<file path="config.mk">
export PLATFORM = sky130hd
export DESIGN_NAME = wb_egress_packer_flat
export DESIGN_NICKNAME = d
export VERILOG_FILES = /design/src/rtl/wb_egress_pkg.sv /design/src/rtl/wb_egress_packer_if.sv /design/src/rtl/wb_egress_packer.sv /design/src/flat_wrapper.sv
export SDC_FILE = /design/constraint.sdc
export NUM_CORES = 1
export LEC_CHECK = 0
export ABC_CLOCK_PERIOD_IN_PS = 2009
export BUFFER_PORTS_ARGS = -buffer_cell sky130_fd_sc_hd__clkbuf_2
export CELL_PAD_IN_SITES_DETAIL_PLACEMENT = 1
export CELL_PAD_IN_SITES_GLOBAL_PLACEMENT = 2
export CORE_ASPECT_RATIO = 1.75
export CORE_UTILIZATION = 15
export CTS_CLUSTER_SIZE = 40
export DETAILED_ROUTE_END_ITERATION = 7
export GPL_ROUTABILITY_DRIVEN = 0
export PLACE_DENSITY = 0.75
export SLEW_MARGIN = 10
export SYNTH_ARGS = -nofsm -noshare
export SYNTH_HDL_FRONTEND = slang
export SYNTH_SLANG_ARGS = --single-unit
</file>
<file path="constraint.sdc">
create_clock -name wb_clk -period 2.01 [get_ports wb_clk]
set_input_delay 0.201 -clock wb_clk [delete_from_list [all_inputs] [get_ports wb_clk]]
set_output_delay 0.201 -clock wb_clk [all_outputs]
set_load 0.02 [all_outputs]
</file>
<file path="src/rtl/wb_egress_pkg.sv">
// Shared definitions for the Wishbone egress packer: FIFO word tags,
// Wishbone cycle/burst type codes, FSM state encoding and the
// burst-length decode helpers.
package wb_egress_pkg;

  localparam logic [1:0] TAG_HDR = 2'b01;
  localparam logic [1:0] TAG_DAT = 2'b10;
  localparam logic [1:0] TAG_ABT = 2'b11;

  localparam logic [2:0] CTI_CLASSIC    = 3'b000;
  localparam logic [2:0] CTI_INCR       = 3'b010;
  localparam logic [2:0] CTI_ENDOFBURST = 3'b111;

  localparam logic [1:0] BTE_LINEAR = 2'b00;
  localparam logic [1:0] BTE_WRAP4  = 2'b01;
  localparam logic [1:0] BTE_WRAP8  = 2'b10;
  localparam logic [1:0] BTE_WRAP16 = 2'b11;

  typedef enum logic [1:0] {
    ST_IDLE  = 2'd0,
    ST_WDATA = 2'd1,
    ST_RWAIT = 2'd2,
    ST_ABORT = 2'd3
  } state_e;

  // Only wrapping incrementing bursts are carried as one transaction;
  // classic, end-of-burst and linear incr beats each get their own header.
  function automatic logic [1:0] blen_code(input logic [2:0] cti, input logic [1:0] bte);
    return (cti == CTI_INCR) ? bte : 2'b00;
  endfunction

  function automatic logic [4:0] blen_beats(input logic [1:0] code);
    logic [4:0] beats;
    case (code)
      2'b00:   beats = 5'd1;
      2'b01:   beats = 5'd4;
      2'b10:   beats = 5'd8;
      default: beats = 5'd16;
    endcase
    return beats;
  endfunction

endpackage

</file>
<file path="src/rtl/wb_egress_packer_if.sv">
// Bus bundle for the egress packer: pipelined Wishbone slave signals,
// the read-beat completion pulse from the ingress path, the egress FIFO
// write port and the busy flag.
//   slave  : packer view (Wishbone in, FIFO push out)
//   master : upstream/bench view
interface wb_egress_packer_if #(
  parameter int ADR_W  = 24,
  parameter int FIFO_W = 38
);
  logic [ADR_W-1:0]  wb_adr_i;
  logic [31:0]       wb_dat_i;
  logic [3:0]        wb_sel_i;
  logic              wb_we_i;
  logic [2:0]        wb_cti_i;
  logic [1:0]        wb_bte_i;
  logic              wb_stb_i;
  logic              wb_cyc_i;
  logic              wb_stall_o;
  logic              wb_ack_o;
  logic              rd_ack_i;
  logic              egress_fifo_full;
  logic              egress_fifo_we;
  logic [FIFO_W-1:0] egress_fifo_dat;
  logic              busy_o;

  modport slave (
    input  wb_adr_i, wb_dat_i, wb_sel_i, wb_we_i, wb_cti_i, wb_bte_i,
    input  wb_stb_i, wb_cyc_i, rd_ack_i, egress_fifo_full,
    output wb_stall_o, wb_ack_o, egress_fifo_we, egress_fifo_dat, busy_o
  );

  modport master (
    output wb_adr_i, wb_dat_i, wb_sel_i, wb_we_i, wb_cti_i, wb_bte_i,
    output wb_stb_i, wb_cyc_i, rd_ack_i, egress_fifo_full,
    input  wb_stall_o, wb_ack_o, egress_fifo_we, egress_fifo_dat, busy_o
  );
endinterface

</file>
<file path="src/rtl/wb_egress_packer.sv">
// Wishbone-to-egress-FIFO packer. Each Wishbone transaction produces one
// tagged header word; write beats each produce a tagged data word and are
// acked in the cycle they are pushed. Reads only push the header and then
// count rd_ack_i pulses from the ingress path until the burst completes.
// Ports:
//   wb_clk, wb_rst : clock, asynchronous active-high reset
//   bus (slave)    : Wishbone slave, rd_ack_i, egress FIFO push, busy_o
//
// state    | meaning
// ---------+-------------------------------------------------------------
// ST_IDLE  | waiting for a request; pushes the header when FIFO has room
// ST_WDATA | write burst in progress; one DAT push + ack per beat
// ST_RWAIT | read burst in progress; counts rd_ack_i beats
// ST_ABORT | write cycle dropped early; push ABT word then return to idle
module wb_egress_packer
  import wb_egress_pkg::*;
#(
  parameter int ADR_W  = 24,
  parameter int FIFO_W = 38
) (
  input logic             wb_clk,
  input logic             wb_rst,
  wb_egress_packer_if.slave bus
);

  state_e            state_q, state_d;
  logic [3:0]        cnt_q, cnt_d;
  logic [4:0]        blen_q, blen_d;

  logic              req;
  logic              last_beat;
  logic [1:0]        code;
  logic [35:0]       hdr_pl;
  logic              stall;
  logic              ack;
  logic              push;
  logic [FIFO_W-1:0] word;

  assign req       = bus.wb_cyc_i & bus.wb_stb_i;
  assign last_beat = ({1'b0, cnt_q} == (blen_q - 5'd1));
  assign code      = blen_code(bus.wb_cti_i, bus.wb_bte_i);

  always_comb begin
    hdr_pl              = '0;
    hdr_pl[35]          = bus.wb_we_i;
    hdr_pl[34:33]       = code;
    hdr_pl[ADR_W-1:0]   = bus.wb_adr_i;
  end

  always_ff @(posedge wb_clk or posedge wb_rst) begin
    if (wb_rst) begin
      state_q <= ST_IDLE;
      cnt_q   <= '0;
      blen_q  <= '0;
    end else begin
      state_q <= state_d;
      cnt_q   <= cnt_d;
      blen_q  <= blen_d;
    end
  end

  // Transfer direction is not stored separately: it is implied by which
  // burst state the header sends us to.
  always_comb begin
    state_d = state_q;
    cnt_d   = cnt_q;
    blen_d  = blen_q;
    stall   = 1'b0;
    ack     = 1'b0;
    push    = 1'b0;
    word    = '0;
    case (state_q)
      ST_IDLE: begin
        stall = req;
        if (req && !bus.egress_fifo_full) begin
          push    = 1'b1;
          word    = {TAG_HDR, hdr_pl};
          blen_d  = blen_beats(code);
          cnt_d   = '0;
          state_d = bus.wb_we_i ? ST_WDATA : ST_RWAIT;
        end
      end
      ST_WDATA: begin
        if (!bus.wb_cyc_i) begin
          state_d = ST_ABORT;
        end else if (bus.wb_stb_i) begin
          if (bus.egress_fifo_full) begin
            stall = 1'b1;
          end else begin
            push  = 1'b1;
            ack   = 1'b1;
            word  = {TAG_DAT, bus.wb_sel_i, bus.wb_dat_i};
            cnt_d = cnt_q + 4'd1;
            if (last_beat || (bus.wb_cti_i == CTI_ENDOFBURST)) begin
              state_d = ST_IDLE;
            end
          end
        end
      end
      ST_ABORT: begin
        stall = 1'b1;
        if (!bus.egress_fifo_full) begin
          push    = 1'b1;
          word    = {TAG_ABT, 36'd0};
          state_d = ST_IDLE;
        end
      end
      ST_RWAIT: begin
        // The cycle may already be gone; beats are counted to the burst length regardless.
        stall = !bus.rd_ack_i;
        if (bus.rd_ack_i) begin
          cnt_d = cnt_q + 4'd1;
          if (last_beat) begin
            state_d = ST_IDLE;
          end
        end
      end
      default: state_d = ST_IDLE;
    endcase
  end

  // Outputs are forced low while reset is held so nothing leaks out of the
  // combinational IDLE path before the register clears.
  assign bus.wb_stall_o      = stall & ~wb_rst;
  assign bus.wb_ack_o        = ack & ~wb_rst;
  assign bus.egress_fifo_we  = push & ~wb_rst;
  assign bus.egress_fifo_dat = wb_rst ? '0 : word;
  assign bus.busy_o          = (state_q != ST_IDLE) & ~wb_rst;

endmodule

</file>
<file path="src/flat_wrapper.sv">
// flat-port wrapper written by rule: the top's interface ports become plain ports
module wb_egress_packer_flat import wb_egress_pkg::*;
#(
  parameter int ADR_W  = 24,
  parameter int FIFO_W = 38
)
  (wb_clk, wb_rst, bus_wb_adr_i, bus_wb_dat_i, bus_wb_sel_i, bus_wb_we_i, bus_wb_cti_i, bus_wb_bte_i, bus_wb_stb_i, bus_wb_cyc_i, bus_rd_ack_i, bus_egress_fifo_full, bus_wb_stall_o, bus_wb_ack_o, bus_egress_fifo_we, bus_egress_fifo_dat, bus_busy_o);
  wb_egress_packer_if #(.ADR_W(ADR_W), .FIFO_W(FIFO_W)) bus_i ();
  input logic wb_clk;
  input logic wb_rst;
  input wire logic [$bits(bus_i.wb_adr_i)-1:0] bus_wb_adr_i;
  input wire logic [$bits(bus_i.wb_dat_i)-1:0] bus_wb_dat_i;
  input wire logic [$bits(bus_i.wb_sel_i)-1:0] bus_wb_sel_i;
  input wire logic [$bits(bus_i.wb_we_i)-1:0] bus_wb_we_i;
  input wire logic [$bits(bus_i.wb_cti_i)-1:0] bus_wb_cti_i;
  input wire logic [$bits(bus_i.wb_bte_i)-1:0] bus_wb_bte_i;
  input wire logic [$bits(bus_i.wb_stb_i)-1:0] bus_wb_stb_i;
  input wire logic [$bits(bus_i.wb_cyc_i)-1:0] bus_wb_cyc_i;
  input wire logic [$bits(bus_i.rd_ack_i)-1:0] bus_rd_ack_i;
  input wire logic [$bits(bus_i.egress_fifo_full)-1:0] bus_egress_fifo_full;
  output wire logic [$bits(bus_i.wb_stall_o)-1:0] bus_wb_stall_o;
  output wire logic [$bits(bus_i.wb_ack_o)-1:0] bus_wb_ack_o;
  output wire logic [$bits(bus_i.egress_fifo_we)-1:0] bus_egress_fifo_we;
  output wire logic [$bits(bus_i.egress_fifo_dat)-1:0] bus_egress_fifo_dat;
  output wire logic [$bits(bus_i.busy_o)-1:0] bus_busy_o;
  assign bus_i.wb_adr_i = bus_wb_adr_i;
  assign bus_i.wb_dat_i = bus_wb_dat_i;
  assign bus_i.wb_sel_i = bus_wb_sel_i;
  assign bus_i.wb_we_i = bus_wb_we_i;
  assign bus_i.wb_cti_i = bus_wb_cti_i;
  assign bus_i.wb_bte_i = bus_wb_bte_i;
  assign bus_i.wb_stb_i = bus_wb_stb_i;
  assign bus_i.wb_cyc_i = bus_wb_cyc_i;
  assign bus_i.rd_ack_i = bus_rd_ack_i;
  assign bus_i.egress_fifo_full = bus_egress_fifo_full;
  assign bus_wb_stall_o = bus_i.wb_stall_o;
  assign bus_wb_ack_o = bus_i.wb_ack_o;
  assign bus_egress_fifo_we = bus_i.egress_fifo_we;
  assign bus_egress_fifo_dat = bus_i.egress_fifo_dat;
  assign bus_busy_o = bus_i.busy_o;
  wb_egress_packer #(.ADR_W(ADR_W), .FIFO_W(FIFO_W)) u_core (.wb_clk(wb_clk), .wb_rst(wb_rst), .bus(bus_i));
endmodule
</file>
==> flow_metrics.env <==
export IMPL_hold_viol=0
export IMPL_p_comb_share_pct=64.0
export IMPL_place_area_um2=1840
export IMPL_whs_ns=0.0687
export IMPL_internal_power_w=0.00114
export IMPL_ys_ff_latch=10
export IMPL_die_w_um=67.3
export IMPL_vias=1589
export IMPL_grt_overflow=0
export IMPL_synth_seq_area_share_pct=22.3
export IMPL_arrival_ns=1.79
export IMPL_max_vdd_ir_drop_mv=0.398
export IMPL_r2r_start="u_core.state_q[0]"
export IMPL_setup_violations=0
export IMPL_grt_pass1_vias=1629
export IMPL_final_area_um2=2400
export IMPL_start_kind="register"
export IMPL_synth_flop_cell="dfrtp_1"
export IMPL_wl_per_cell_um=15.1
export IMPL_crit_reg2reg_capture="u_core.state_q[0]"
export IMPL_busiest_layer="met2"
export IMPL_crit_top_cell="buf_6"
export IMPL_drt_wl_total_mm=5.37
export IMPL_synth_area_leaders="dfrtp_1 (22%), a22o_1 (20%), ha_1 (7.8%)"
export IMPL_cpPeakStageDelay_ns=0.36
export IMPL_clkSlewWorstSetupHoldPaths_ns=0.04
export IMPL_io_buffer_count=113
export IMPL_area_growth_pct=115
export IMPL_drc=0
export IMPL_r2r_slack_ns=0.06
export IMPL_start_util_pct=15.5
export IMPL_clockPowerShare_pct=18.9
export IMPL_p_switching_w=0.000709
export IMPL_rr_worst_depth=6
export IMPL_synth_area_um2=1120
export IMPL_regArea_um2=251
export IMPL_clockBufferDepth=2
export IMPL_dieArea_um2=7830
export IMPL_period_share_pct=99.1
export IMPL_status="complete, no violations"
export IMPL_syn_num_nets=219
export IMPL_worstPathMaxFanout=7
export IMPL_worst_pin_slew_ns=0.434
export IMPL_core_um2=7230
export IMPL_rows=41
export IMPL_fp_dieH_um=116
export IMPL_dpl_hpwl_mm=4.05
export IMPL_critPathRequiredTime_ns=1.81
export IMPL_rsz0062_at_grt="yes"
export IMPL_synthCells=140
export IMPL_synth_edf_count=0
export IMPL_synth_avg_cell_area_um2=8.00
export IMPL_cpMaxStageDelayCell="dfrtp_1"
export IMPL_htreeDepth=1
export IMPL_drtPass1Iterations=3
export IMPL_fmax_mhz=502
export IMPL_crit_type="reg -> out"
export IMPL_finalNetCount=350
export IMPL_drv_cap=0
export IMPL_timing_critical_path_buf_inv=6
export IMPL_hp_class="in -> async"
export IMPL_synth_most_common_cell="a22o_1"
export IMPL_cp_end_kind="output pin"
export IMPL_grt_use_total_pct=12.8
export IMPL_clk_latency_ns=0.24
export IMPL_cts_root_buf="clkbuf_16"
export IMPL_yosysTopAreaCell="dfrtp_1"
export IMPL_cts_tree="built"
export IMPL_grt_pass1_wl_mm=7.50
export IMPL_clock_skew_final_ns=0.000392
export IMPL_synth_warning_count=0
export IMPL_vias_per_cell=4.48
export IMPL_ys_async_sr_fraction_pct=100
export IMPL_synth_cell_types=37
export IMPL_p_sw_share_pct=38.4
export IMPL_relSlewSlack_pct=70.8
export IMPL_power_density_nw_per_um2=769
export IMPL_use_met3_pct=1.76
export IMPL_drive_gt1_share_pct=58.4
export IMPL_drv_slew=0
export IMPL_antenna_found_initial=0
export IMPL_multi_input_area_um2=895
export IMPL_seqPwrFrac_pct=17.2
export IMPL_synth_common_cells="a22o_1 (25), nand2_1 (12), and2_1 (10), dfrtp_1 (10), o21ai_0 (10)"
export IMPL_cts_inserted_buffers=3
export IMPL_route_antenna_remaining_nets=0
export IMPL_synth_top_area_share_pct=22.3
export IMPL_diodes=0
export IMPL_critPathTopFamily="buffers and inverters"
export IMPL_path_cells="inv_2 > buf_6 > ha_4 > buf_6 > nor3_4 > buf_6 > buf_6 > a22o_1 > clkbuf_8"
export IMPL_cts_sinks=10
export IMPL_drt_initial_drc_count=11
export IMPL_use_met1_pct=11.7
export IMPL_min_period_ns=1.99
export IMPL_ios=114
export IMPL_fillCellCount=886
export IMPL_grt_max_degree=20
export IMPL_leakage_nw=1.20
export IMPL_gr_usage_met2_pct=26.7
what timing repair did:
item / in CTS / in global routing
buffers inserted: 8 / 4
endpoints found under the setup margin: 39 / 39
pin swaps: 10 / 13
gates cloned: 2 / 2
hold buffers: 0 / 0
resized for setup: 60 / 58
cell usage in the layout (no fill, tap or decap), drive strengths merged:
cell type  instances
nor2              10
a21boi             1
nor3               3
a21o               1
nand4              1
o31ai              2
or2                3
dfrtp             10
a41oi              1
and3               2
nand2             14
a31oi              2
nand3              2
inv                8
a32o               2
ha                 7
o22ai              1
a2111oi            1
mux2               2
nor2b              1
xnor2              1
o21ai             12
a22o              25
nand2b             3
nor3b              1
buf               43
xor2               1
o31a               1
clkbuf            94
and2              10
o22a               1
a21oi              3
metrics by stage:
stage          util, %  power [W]  instances  setup TNS, ns  worst slack, ns
5_1_grt           33.2    0.00199        355          -1.06          -0.0697
4_1_cts           31.5    0.00176        351         -0.297          -0.0246
3_3_place_gp      25.4    0.00111        338              0           0.0564
2_1_floorplan        -   0.000828        140              0           0.0380
3_5_place_dp      25.4    0.00114        338        -0.0755          -0.0402
6_report          33.2    0.00185        355              0           0.0174
flip-flops by register name, indices dropped and copies added, names as in the netlist:
signal,cells
u_core.blen_q,4
u_core.cnt_q,4
u_core.state_q,2
power by group through the flow:
stage	logic, W	clock network (W)	registers, W
2_1_floorplan	0.000526	0	0.000302
3_3_place_gp	0.000795	0	0.000311
3_5_place_dp	0.000820	0	0.000319
4_1_cts	0.00109	0.000356	0.000318
5_1_grt	0.00129	0.000362	0.000329
6_report	0.00118	0.000348	0.000317
cell families after synthesis:
kind of cell	synth area share, %
AO/OA/AOI/OAI	36.2
XOR/XNOR	1.56
adder cells (fa/ha/maj)	7.82
buffers and inverters	5.81
flip-flops	22.3
multiplexers	2.01
AND/OR/NAND/NOR	24.2
how the worst max path moves through the flow:
stage	start	to	cells past startpoint
5_1_grt	u_core.state_q[0]	bus_egress_fifo_dat[11]	9
3_3_place_gp	u_core.state_q[1]	u_core.state_q[0]	6
2_1_floorplan	u_core.state_q[0]	bus_egress_fifo_dat[10]	7
3_5_place_dp	u_core.state_q[1]	u_core.state_q[1]	6
6_report	u_core.state_q[0]	bus_egress_fifo_dat[11]	9
4_1_cts	u_core.state_q[0]	bus_egress_fifo_dat[15]	9
final cells by class:
type	instances	area share (%)
Clock buffer	3	3.12
Timing Repair Buffer	134	43.5
Tap cell	86	4.48
Inverter	8	1.25
Sequential cell	10	10.5
Multi-Input combinational cell	114	37.2
worst register-to-register path: cells and delay by family (launching register included):
| kind | cells | cell delay, ns |
|---|---|---|
| AOI/OAI and AO/OA | 2 | 0.60 |
| adders and majority gates | 1 | 0.21 |
| muxes | 1 | 0.35 |
| DFF | 1 | 0.38 |
| buffers and inverters | 2 | 0.29 |
per-layer routing:
layer,vias up,part of all wire [%]
met5,-,0
met4,0,1.1
met3,6,5.5
met2,57,59
met1,752,34
li1,774,-
Note: power is estimated with default switching activity, not from simulation.
